[config.mk]
export PLATFORM = sky130hd
export DESIGN_NAME = splash_sprite_controller_flat
export DESIGN_NICKNAME = d
export VERILOG_FILES = /design/src/rtl/splash_sprite_controller_pkg.sv /design/src/rtl/splash_sprite_controller_if.sv /design/src/rtl/splash_sprite_controller_delay_line.sv /design/src/rtl/splash_sprite_controller.sv /design/src/flat_wrapper.sv
export SDC_FILE = /design/constraint.sdc
export NUM_CORES = 1
export LEC_CHECK = 0
export ABC_AREA = 1
export CAP_MARGIN = 10
export CORE_MARGIN = 2
export CORE_UTILIZATION = 56
export CTS_BUF_LIST = sky130_fd_sc_hd__clkbuf_8 sky130_fd_sc_hd__clkbuf_16
export DETAILED_ROUTE_END_ITERATION = 6
export PLACE_DENSITY_LB_ADDON = 0.12
export SYNTH_ARGS = -nofsm -noshare
export SYNTH_HDL_FRONTEND = slang
export SYNTH_HIERARCHICAL = 1
export SYNTH_SLANG_ARGS = --single-unit
[constraint.sdc]
create_clock -name clk -period 4.93 [get_ports clk]
set_input_delay 0.7395 -clock clk [delete_from_list [all_inputs] [get_ports clk]]
set_output_delay 0.7395 -clock clk [all_outputs]
set_load 0.01 [all_outputs]
[src/rtl/splash_sprite_controller_pkg.sv]
// Shared splash constants, FSM encoding and the origin clamp helper.
// Screen/sprite geometry matches the image setters that consume splash_x/splash_y.
package splash_sprite_controller_pkg;

  localparam int SCREEN_W = 640;
  localparam int SCREEN_H = 480;
  localparam int SPRITE_W = 50;
  localparam int SPRITE_H = 50;
  localparam int MAX_X    = SCREEN_W - SPRITE_W;
  localparam int MAX_Y    = SCREEN_H - SPRITE_H;

  typedef enum logic [1:0] {
    IDLE = 2'd0,
    SHOW = 2'd1,
    FADE = 2'd2
  } splash_state_e;

  function automatic logic [10:0] clamp11(input logic [10:0] v, input logic [10:0] lim);
    return (v < lim) ? v : lim;
  endfunction

endpackage

[src/rtl/splash_sprite_controller_if.sv]
// Slice/pixel inputs and sprite origin/mask outputs of the splash controller.
// master drives slice and pixel position; slave is the controller.
interface splash_sprite_controller_if;
  logic       frame_tick;
  logic       slice;
  logic [9:0] slice_x;
  logic [8:0] slice_y;
  logic [9:0] pix_x;
  logic [8:0] pix_y;
  logic [9:0] splash_x;
  logic [8:0] splash_y;
  logic       in_box;
  logic       active;

  modport master (
    output frame_tick, slice, slice_x, slice_y, pix_x, pix_y,
    input  splash_x, splash_y, in_box, active
  );

  modport slave (
    input  frame_tick, slice, slice_x, slice_y, pix_x, pix_y,
    output splash_x, splash_y, in_box, active
  );
endinterface

[src/rtl/splash_sprite_controller_delay_line.sv]
// 1-bit shift register of DEPTH stages, cleared by synchronous reset; DEPTH=0 is a wire.
// Latency DEPTH cycles, no backpressure.
module splash_delay_line #(
  parameter int DEPTH = 2
) (
  input  logic clk,
  input  logic resetn,
  input  logic d_i,
  output logic q_o
);

  if (DEPTH == 0) begin : g_bypass
    assign q_o = d_i;
  end else begin : g_pipe
    logic [DEPTH-1:0] shift_q;

    always_ff @(posedge clk) begin
      if (!resetn) begin
        shift_q <= '0;
      end else begin
        shift_q[0] <= d_i;
        for (int i = 1; i < DEPTH; i++) begin
          shift_q[i] <= shift_q[i-1];
        end
      end
    end

    assign q_o = shift_q[DEPTH-1];
  end

endmodule

[src/rtl/splash_sprite_controller.sv]
// Splash sprite lifecycle: latch clamped origin on slice, SHOW with drift, blinking FADE, IDLE.
// in_box lags the pixel position by PIPE_LAT cycles; no backpressure, events are single-cycle pulses.
module splash_sprite_controller
  import splash_sprite_controller_pkg::*;
#(
  parameter int SHOW_FRAMES = 45,
  parameter int FADE_FRAMES = 16,
  parameter int DRIFT_DIV   = 4,
  parameter int PIPE_LAT    = 2
) (
  input  logic                        clk,
  input  logic                        resetn,
  splash_sprite_controller_if.slave   bus
);

  splash_state_e state_q;
  logic [7:0]    frame_cnt_q;
  logic [3:0]    drift_cnt_q;
  logic [9:0]    splash_x_q;
  logic [8:0]    splash_y_q;
  logic          active_q;

  logic [9:0]    clamp_x_d;
  logic [8:0]    clamp_y_d;
  logic [8:0]    drift_y_d;
  logic          vis;
  logic          hit;

  assign clamp_x_d = 10'(clamp11({1'b0, bus.slice_x}, 11'(MAX_X)));
  assign clamp_y_d = 9'(clamp11({2'b0, bus.slice_y}, 11'(MAX_Y)));
  assign drift_y_d = (splash_y_q < 9'(MAX_Y)) ? splash_y_q + 9'd1 : splash_y_q;

  // slice has priority over frame_tick, so a coincident tick is dropped
  always_ff @(posedge clk) begin
    if (!resetn) begin
      state_q     <= IDLE;
      frame_cnt_q <= '0;
      drift_cnt_q <= '0;
      splash_x_q  <= '0;
      splash_y_q  <= '0;
      active_q    <= 1'b0;
    end else if (bus.slice) begin
      state_q     <= SHOW;
      frame_cnt_q <= '0;
      drift_cnt_q <= '0;
      splash_x_q  <= clamp_x_d;
      splash_y_q  <= clamp_y_d;
      active_q    <= 1'b1;
    end else if (bus.frame_tick && state_q != IDLE) begin
      if (drift_cnt_q == 4'(DRIFT_DIV - 1)) begin
        drift_cnt_q <= '0;
        splash_y_q  <= drift_y_d;
      end else begin
        drift_cnt_q <= drift_cnt_q + 4'd1;
      end
      if (state_q == SHOW && frame_cnt_q == 8'(SHOW_FRAMES - 1)) begin
        state_q     <= FADE;
        frame_cnt_q <= '0;
      end else if (state_q == FADE && frame_cnt_q == 8'(FADE_FRAMES - 1)) begin
        state_q     <= IDLE;
        frame_cnt_q <= '0;
        active_q    <= 1'b0;
      end else begin
        frame_cnt_q <= frame_cnt_q + 8'd1;
      end
    end
  end

  always_comb begin
    vis = 1'b0;
    case (state_q)
      SHOW:    vis = 1'b1;
      FADE:    vis = ~frame_cnt_q[0];
      default: vis = 1'b0;
    endcase
  end

  assign hit = vis
             && ({1'b0, bus.pix_x} >= {1'b0, splash_x_q})
             && ({1'b0, bus.pix_x} <  {1'b0, splash_x_q} + 11'(SPRITE_W))
             && ({2'b0, bus.pix_y} >= {2'b0, splash_y_q})
             && ({2'b0, bus.pix_y} <  {2'b0, splash_y_q} + 11'(SPRITE_H));

  splash_delay_line #(.DEPTH(PIPE_LAT)) u_in_box_dly (
    .clk    (clk),
    .resetn (resetn),
    .d_i    (hit),
    .q_o    (bus.in_box)
  );

  assign bus.splash_x = splash_x_q;
  assign bus.splash_y = splash_y_q;
  assign bus.active   = active_q;

endmodule

[src/flat_wrapper.sv]
// flat-port wrapper written by rule: the top's interface ports become plain ports
module splash_sprite_controller_flat import splash_sprite_controller_pkg::*;
#(
  parameter int SHOW_FRAMES = 45,
  parameter int FADE_FRAMES = 16,
  parameter int DRIFT_DIV   = 4,
  parameter int PIPE_LAT    = 2
)
  (clk, resetn, bus_frame_tick, bus_slice, bus_slice_x, bus_slice_y, bus_pix_x, bus_pix_y, bus_splash_x, bus_splash_y, bus_in_box, bus_active);
  splash_sprite_controller_if bus_i ();
  input  logic clk;
  input  logic resetn;
  input wire logic [$bits(bus_i.frame_tick)-1:0] bus_frame_tick;
  input wire logic [$bits(bus_i.slice)-1:0] bus_slice;
  input wire logic [$bits(bus_i.slice_x)-1:0] bus_slice_x;
  input wire logic [$bits(bus_i.slice_y)-1:0] bus_slice_y;
  input wire logic [$bits(bus_i.pix_x)-1:0] bus_pix_x;
  input wire logic [$bits(bus_i.pix_y)-1:0] bus_pix_y;
  output wire logic [$bits(bus_i.splash_x)-1:0] bus_splash_x;
  output wire logic [$bits(bus_i.splash_y)-1:0] bus_splash_y;
  output wire logic [$bits(bus_i.in_box)-1:0] bus_in_box;
  output wire logic [$bits(bus_i.active)-1:0] bus_active;
  assign bus_i.frame_tick = bus_frame_tick;
  assign bus_i.slice = bus_slice;
  assign bus_i.slice_x = bus_slice_x;
  assign bus_i.slice_y = bus_slice_y;
  assign bus_i.pix_x = bus_pix_x;
  assign bus_i.pix_y = bus_pix_y;
  assign bus_splash_x = bus_i.splash_x;
  assign bus_splash_y = bus_i.splash_y;
  assign bus_in_box = bus_i.in_box;
  assign bus_active = bus_i.active;
  splash_sprite_controller #(.SHOW_FRAMES(SHOW_FRAMES), .FADE_FRAMES(FADE_FRAMES), .DRIFT_DIV(DRIFT_DIV), .PIPE_LAT(PIPE_LAT)) u_core (.clk(clk), .resetn(resetn), .bus(bus_i));
endmodule
**Word-level counts from Yosys, hierarchy flattened**

Cells that the tools add are included.

- Input port bits: 42
- Logic and storage cells: 65
- Register bits: 36
- Output and inout bits: 21

- Order comparisons: 7
- Reduce and logical (&&, ||, !) cells: 19
- Add/subtract/negate cells: 5
- Bitwise logic cells: 2
- Equality and inequality tests: 6
- Muxes and demuxes: 18

Operator list:

| operator | count |
|---|---|
| $mux 9 | 5 |
| $lt 9x9->1 const B | 2 |
| $mux 8 | 2 |
| $reduce_bool 2->1 | 6 |
| $add 10x6->11 const B | 1 |
| $lt 10x11->1 | 1 |
| $lt 9x11->1 | 1 |
| $add 9x6->10 const B | 1 |
| $ge 10x10->1 | 1 |
| $lt 10x10->1 const B | 1 |
| $mux 10 | 1 |
| $add 9x1->9 const B | 1 |
| $ge 9x9->1 | 1 |
| $add 8x1->8 const B | 1 |
| $eq 8x4->1 const B | 1 |
| $eq 8x6->1 const B | 1 |
| $logic_and 1x1->1 | 7 |
| $mux 1 | 6 |
| $reduce_and 3->1 | 2 |
| $add 4x1->4 const B | 1 |
| $eq 4x2->1 const B | 1 |
| $mux 2 | 2 |
| $mux 4 | 1 |
| $reduce_and 2->1 | 2 |
| 7 further kinds | 8 |

**Logic depth before layout (Yosys ltp)**

- Depth in word-level cells: 6
- Depth in mapped cells: 16

**Modules after synthesis**

Netlist, hierarchy kept.

By module, submodules not included:

| module | times used | area an instance (um2) | cells each | sequential area each (um2) |
|---|---|---|---|---|
| splash_sprite_controller | 1 | 3010.4 | 452 | 680.7 |
| splash_delay_line | 1 | 55.1 | 6 | 40.0 |

**Worst setup path before layout**

No wires, ideal clock.

- Path kind: register to register
- Start point: register u_core.splash_y_q[2] (netlist: u_core/bus.splash_y[2])
- End point: register u_core.u_in_box_dly.g_pipe.shift_q[0]
- Period minus slack after synthesis: 1.958 ns
- Stages on the path, launching flop included: 15
- Data arrival time: 1.902 ns
- Path slack: 2.972 ns
- Data required time: 4.874 ns
- Cells stage by stage: dfxtp_1 > ha_1 > nand2_1 > nand2_2 > nand2_2 > and2_2 > ha_1 > a21oi_1 > o21a_1 > nor2_1 > nor2_1 > nand2_1 > nor2_1 > nand2_1 > inv_1

- Cells in the longest elaborated chain, start to end: 3
- Elaborated cells on any way between the ends: 5
- Classes of those cells: add/sub: 1; order compare: 2; reduce/logical: 2

RTL lines:

| element | line | source |
|---|---|---|
| start, declared | splash_sprite_controller.sv:20 | `logic [8:0] splash_y_q;` |
| start signal, assigned | splash_sprite_controller.sv:47 | `splash_y_q <= clamp_y_d;` |
| start signal, assigned | splash_sprite_controller.sv:52 | `splash_y_q <= drift_y_d;` |
| $add 9x6->10 / $ge 9x9->1 (equally long branches) | splash_sprite_controller.sv:82, splash_sprite_controller.sv:81 |  |
| $lt 9x11->1 / $logic_and 1x1->1 (equally long branches) | splash_sprite_controller.sv:82, splash_sprite_controller.sv:81 |  |
| $logic_and 1x1->1 * | splash_sprite_controller.sv:82 | `&& ({2'b0, bus.pix_y} < {2'b0, splash_y_q} + 11'(SPRITE_H));` |
| via u_core.hit | splash_sprite_controller.sv:27 | `logic hit;` |
| end signal, assigned | splash_sprite_controller_delay_line.sv:21 | `shift_q[0] <= d_i;` |
| end signal, assigned by index | splash_sprite_controller_delay_line.sv:23 | `shift_q[i] <= shift_q[i-1];` |
| end, declared | splash_sprite_controller_delay_line.sv:15 | `logic [DEPTH-1:0] shift_q;` |

Mark *: on every way through the listed nets, which the timed path passes. The rest lies on a longest branch.
A chain may end at the register's enable or synchronous reset.

==> metrics <==
Slowest-stage cell, CP=clkdlybuf4s50_1; die width=~78 microns; mapped cell area=3070 sq um; Synth top area share=0.235; vias in the first global route=2,837; synthesized net count=~550; Max clock buf depth=2; postcts setup bufs=0; Syn Inst Count=between 400 and 500; top post-synthesis cells by area=dfxtp_1, ha_1, nand2_1; top-count cell post-synth=nand2_1; Max Slew Vio Count=0; Max Cap Viol=0; cell count after placement=585; dpl ws=about 2.3 ns; Die ar.=between 6000 and 7000 sq um; layout cells sized above 1=0.0478; Simple-Gate Fraction of Synth Area=0.326; Overall Global Routing Usage=0.263; critical path startpoint category=input port; number of synthesis warnings=6; critical path class=input port to register; Fin. Hold Viols=0; Worst-Skew Late Latency=between 0.2 and 0.3 ns; cell taking the most area after synthesis=dfxtp_1; most frequent CP cell=nand2_1; CTS tree=done; CP Max Fanout=19; Fillers=between 400 and 500; Hold-fix buffers, CTS=0; ratio of final minimum period to clock period=0.475; global route total overflow=0; CTS Buf Count=5; Synth Area in Adders=0.184; routed len/inst=~13 microns; Top-Level Pins=63; maximum vdd ir drop=~0.00016 V; Initial DRC Count=roughly 170; Rows=26; RSZ-0062 raised after global routing=no; dominant combinational cell family by area after synthesis=simple AND/OR/NAND/NOR gates; Finished Layout Cells=between 500 and 600; net count reported at finish=a little over 600; htree depth=2; gpl congestion=about 0.88; count of final setup violators=0; cell area after layout=roughly 3800 sq um; IO Port Bufs=62; antenna diode count=0; Initial Util=0.589; WL final=between 7 and 8 mm; PwrDens=about 200 nW/um^2; Crit. End Element=register; post-synthesis sequential area ratio=0.235; Slew @ Worst Pin=slightly above 0.7 ns; Leakage=roughly 1.8 nW; Max-slew headroom=0.514; async set-reset flop share out of synthesis=0; worst endpoint data arrival time=2.55 ns; XOR/XNOR share of the synthesized area=0.0543; CP peak stage delay=between 0.9 and 1 ns; DR vias/cell=approximately 5.2; FMAX=approximately 430 MHz; Final Skew=a little under 0.006 ns; Post-synth EDFFs=0; WP data required=5.14 ns; Core ar.=5200 sq um; critical-path cell list=clkdlybuf4s50_1, nand2_1, a21oi_1, nand2_1, o21ai_0; total negative setup slack=0 ns; initial antenna violation count=0; Most used DFF post-synth=dfxtp_1; Worst-path clk slew=0.07 ns; Die Y=roughly 78 microns; routed vias=between 3,000 and 4,000; minimum clock period=approximately 2.3 ns; status=complete, no violations; first-pass GRT wire length=13.0 mm; Final HPWL DP=6.01 mm; worst setup margin=2.59 ns; mean post-synth cell area=approximately 6.7 sq um; multiplexer area fraction after synthesis=0; drc violations=0; # clock sinks=36; Hold WC Path Type=register to register; synthesis-stage register bit count=36; post-placement cell area=3740 sq um; largest net degree at the start of global routing=20; commonest cells in the netlist=nand2_1, inv_1, ha_1, nor2_1, nand3_1; Yosys cell types=35; post-synthesis compound-gate area fraction=0.106; ANT nets after route=0; cell at the root of the clock tree=clkbuf_8; drt first pass iters=5; post-CTS sizing=0; P&R area growth vs syn=25.2%; r2r setup slk=~2.7 ns
[cell usage in the layout (no fill, tap or decap), drive strengths merged, types with 15 or more instances in the layout]
cell type,synthesis,routed
xor2,15,15
ha,45,45
o21ai,23,23
nor2,44,44
inv,65,65
nand2,123,123
dfxtp,36,36
nand3,40,40
clkdlybuf4s50,0,62
a21oi,28,28
[power by group]
group          switching (mW)  internal (mW)  total [mW]
clock                   0.109          0.112       0.220
combinational           0.119          0.112       0.231
sequential             0.0185          0.303       0.322
[flip-flops by register name, indices dropped and copies added, names as in the netlist]
name                                cells
u_core/drift_cnt_q                      4
u_core/bus.splash_x                    10
u_core/bus.active                       1
u_core/frame_cnt_q                      8
u_core/state_q                          2
u_core/bus.splash_y                     9
u_core/u_in_box_dly/g_pipe.shift_q      2
[per-layer routing]
metal,GRT usage,wire length (microns)
met1,0.368,3710
met2,0.412,3290
met3,0.0500,384
met4,0.0737,123
met5,0,0
[critical path: cells and delay by family]
family	cells	cell delay (ns)
AO/OA/AOI/OAI	2	0.54
buffers and inverters	1	0.94
AND/OR/NAND/NOR	2	0.32
[through the flow]
| step | power (mW) | hold slack [ns] | util |
|---|---|---|---|
| 2_1_floorplan | 0.462 | 0.390 | - |
| 3_3_place_gp | 0.549 | 0.396 | 0.719 |
| 3_5_place_dp | 0.557 | 0.405 | 0.719 |
| 4_1_cts | 0.774 | 0.421 | 0.737 |
| 5_1_grt | 0.826 | 0.449 | 0.737 |
| 6_report | 0.773 | 0.423 | 0.737 |
[logic make-up (layout without fill, tap and decap cells)]
logic type / Yosys count / count (layout)
XOR/XNOR: 19 / 19
AND/OR/NAND/NOR: 227 / 227
flip-flops: 36 / 36
buffers and inverters: 71 / 136
AO/OA/AOI/OAI: 60 / 60
adder cells (fa/ha/maj): 45 / 45
[area by class of cell]
class / instances / area [sq um] / area share
flip-flops and latches: 36 / 721 / 0.188
repair buffers: 62 / 621 / 0.162
clock inverters: 2 / 10.0 / 0.00261
inverters: 66 / 263 / 0.0685
clock buffers: 6 / 82.6 / 0.0215
well taps: 70 / 87.6 / 0.0228
multi-input cells: 351 / 2050 / 0.535
[worst paths after layout]
kind / from / endpoint / depth (start not counted)
max: bus_slice / u_core/bus.splash_x[8] / 5
max reg2reg: u_core/bus.splash_y[2] / u_core/u_in_box_dly/g_pipe.shift_q[0] / 14
min reg2reg: u_core/u_in_box_dly/g_pipe.shift_q[0] / u_core/u_in_box_dly/g_pipe.shift_q[1] / 2
min: u_core/u_in_box_dly/g_pipe.shift_q[0] / u_core/u_in_box_dly/g_pipe.shift_q[1] / 2
Note: power is estimated with default switching activity, not from simulation.
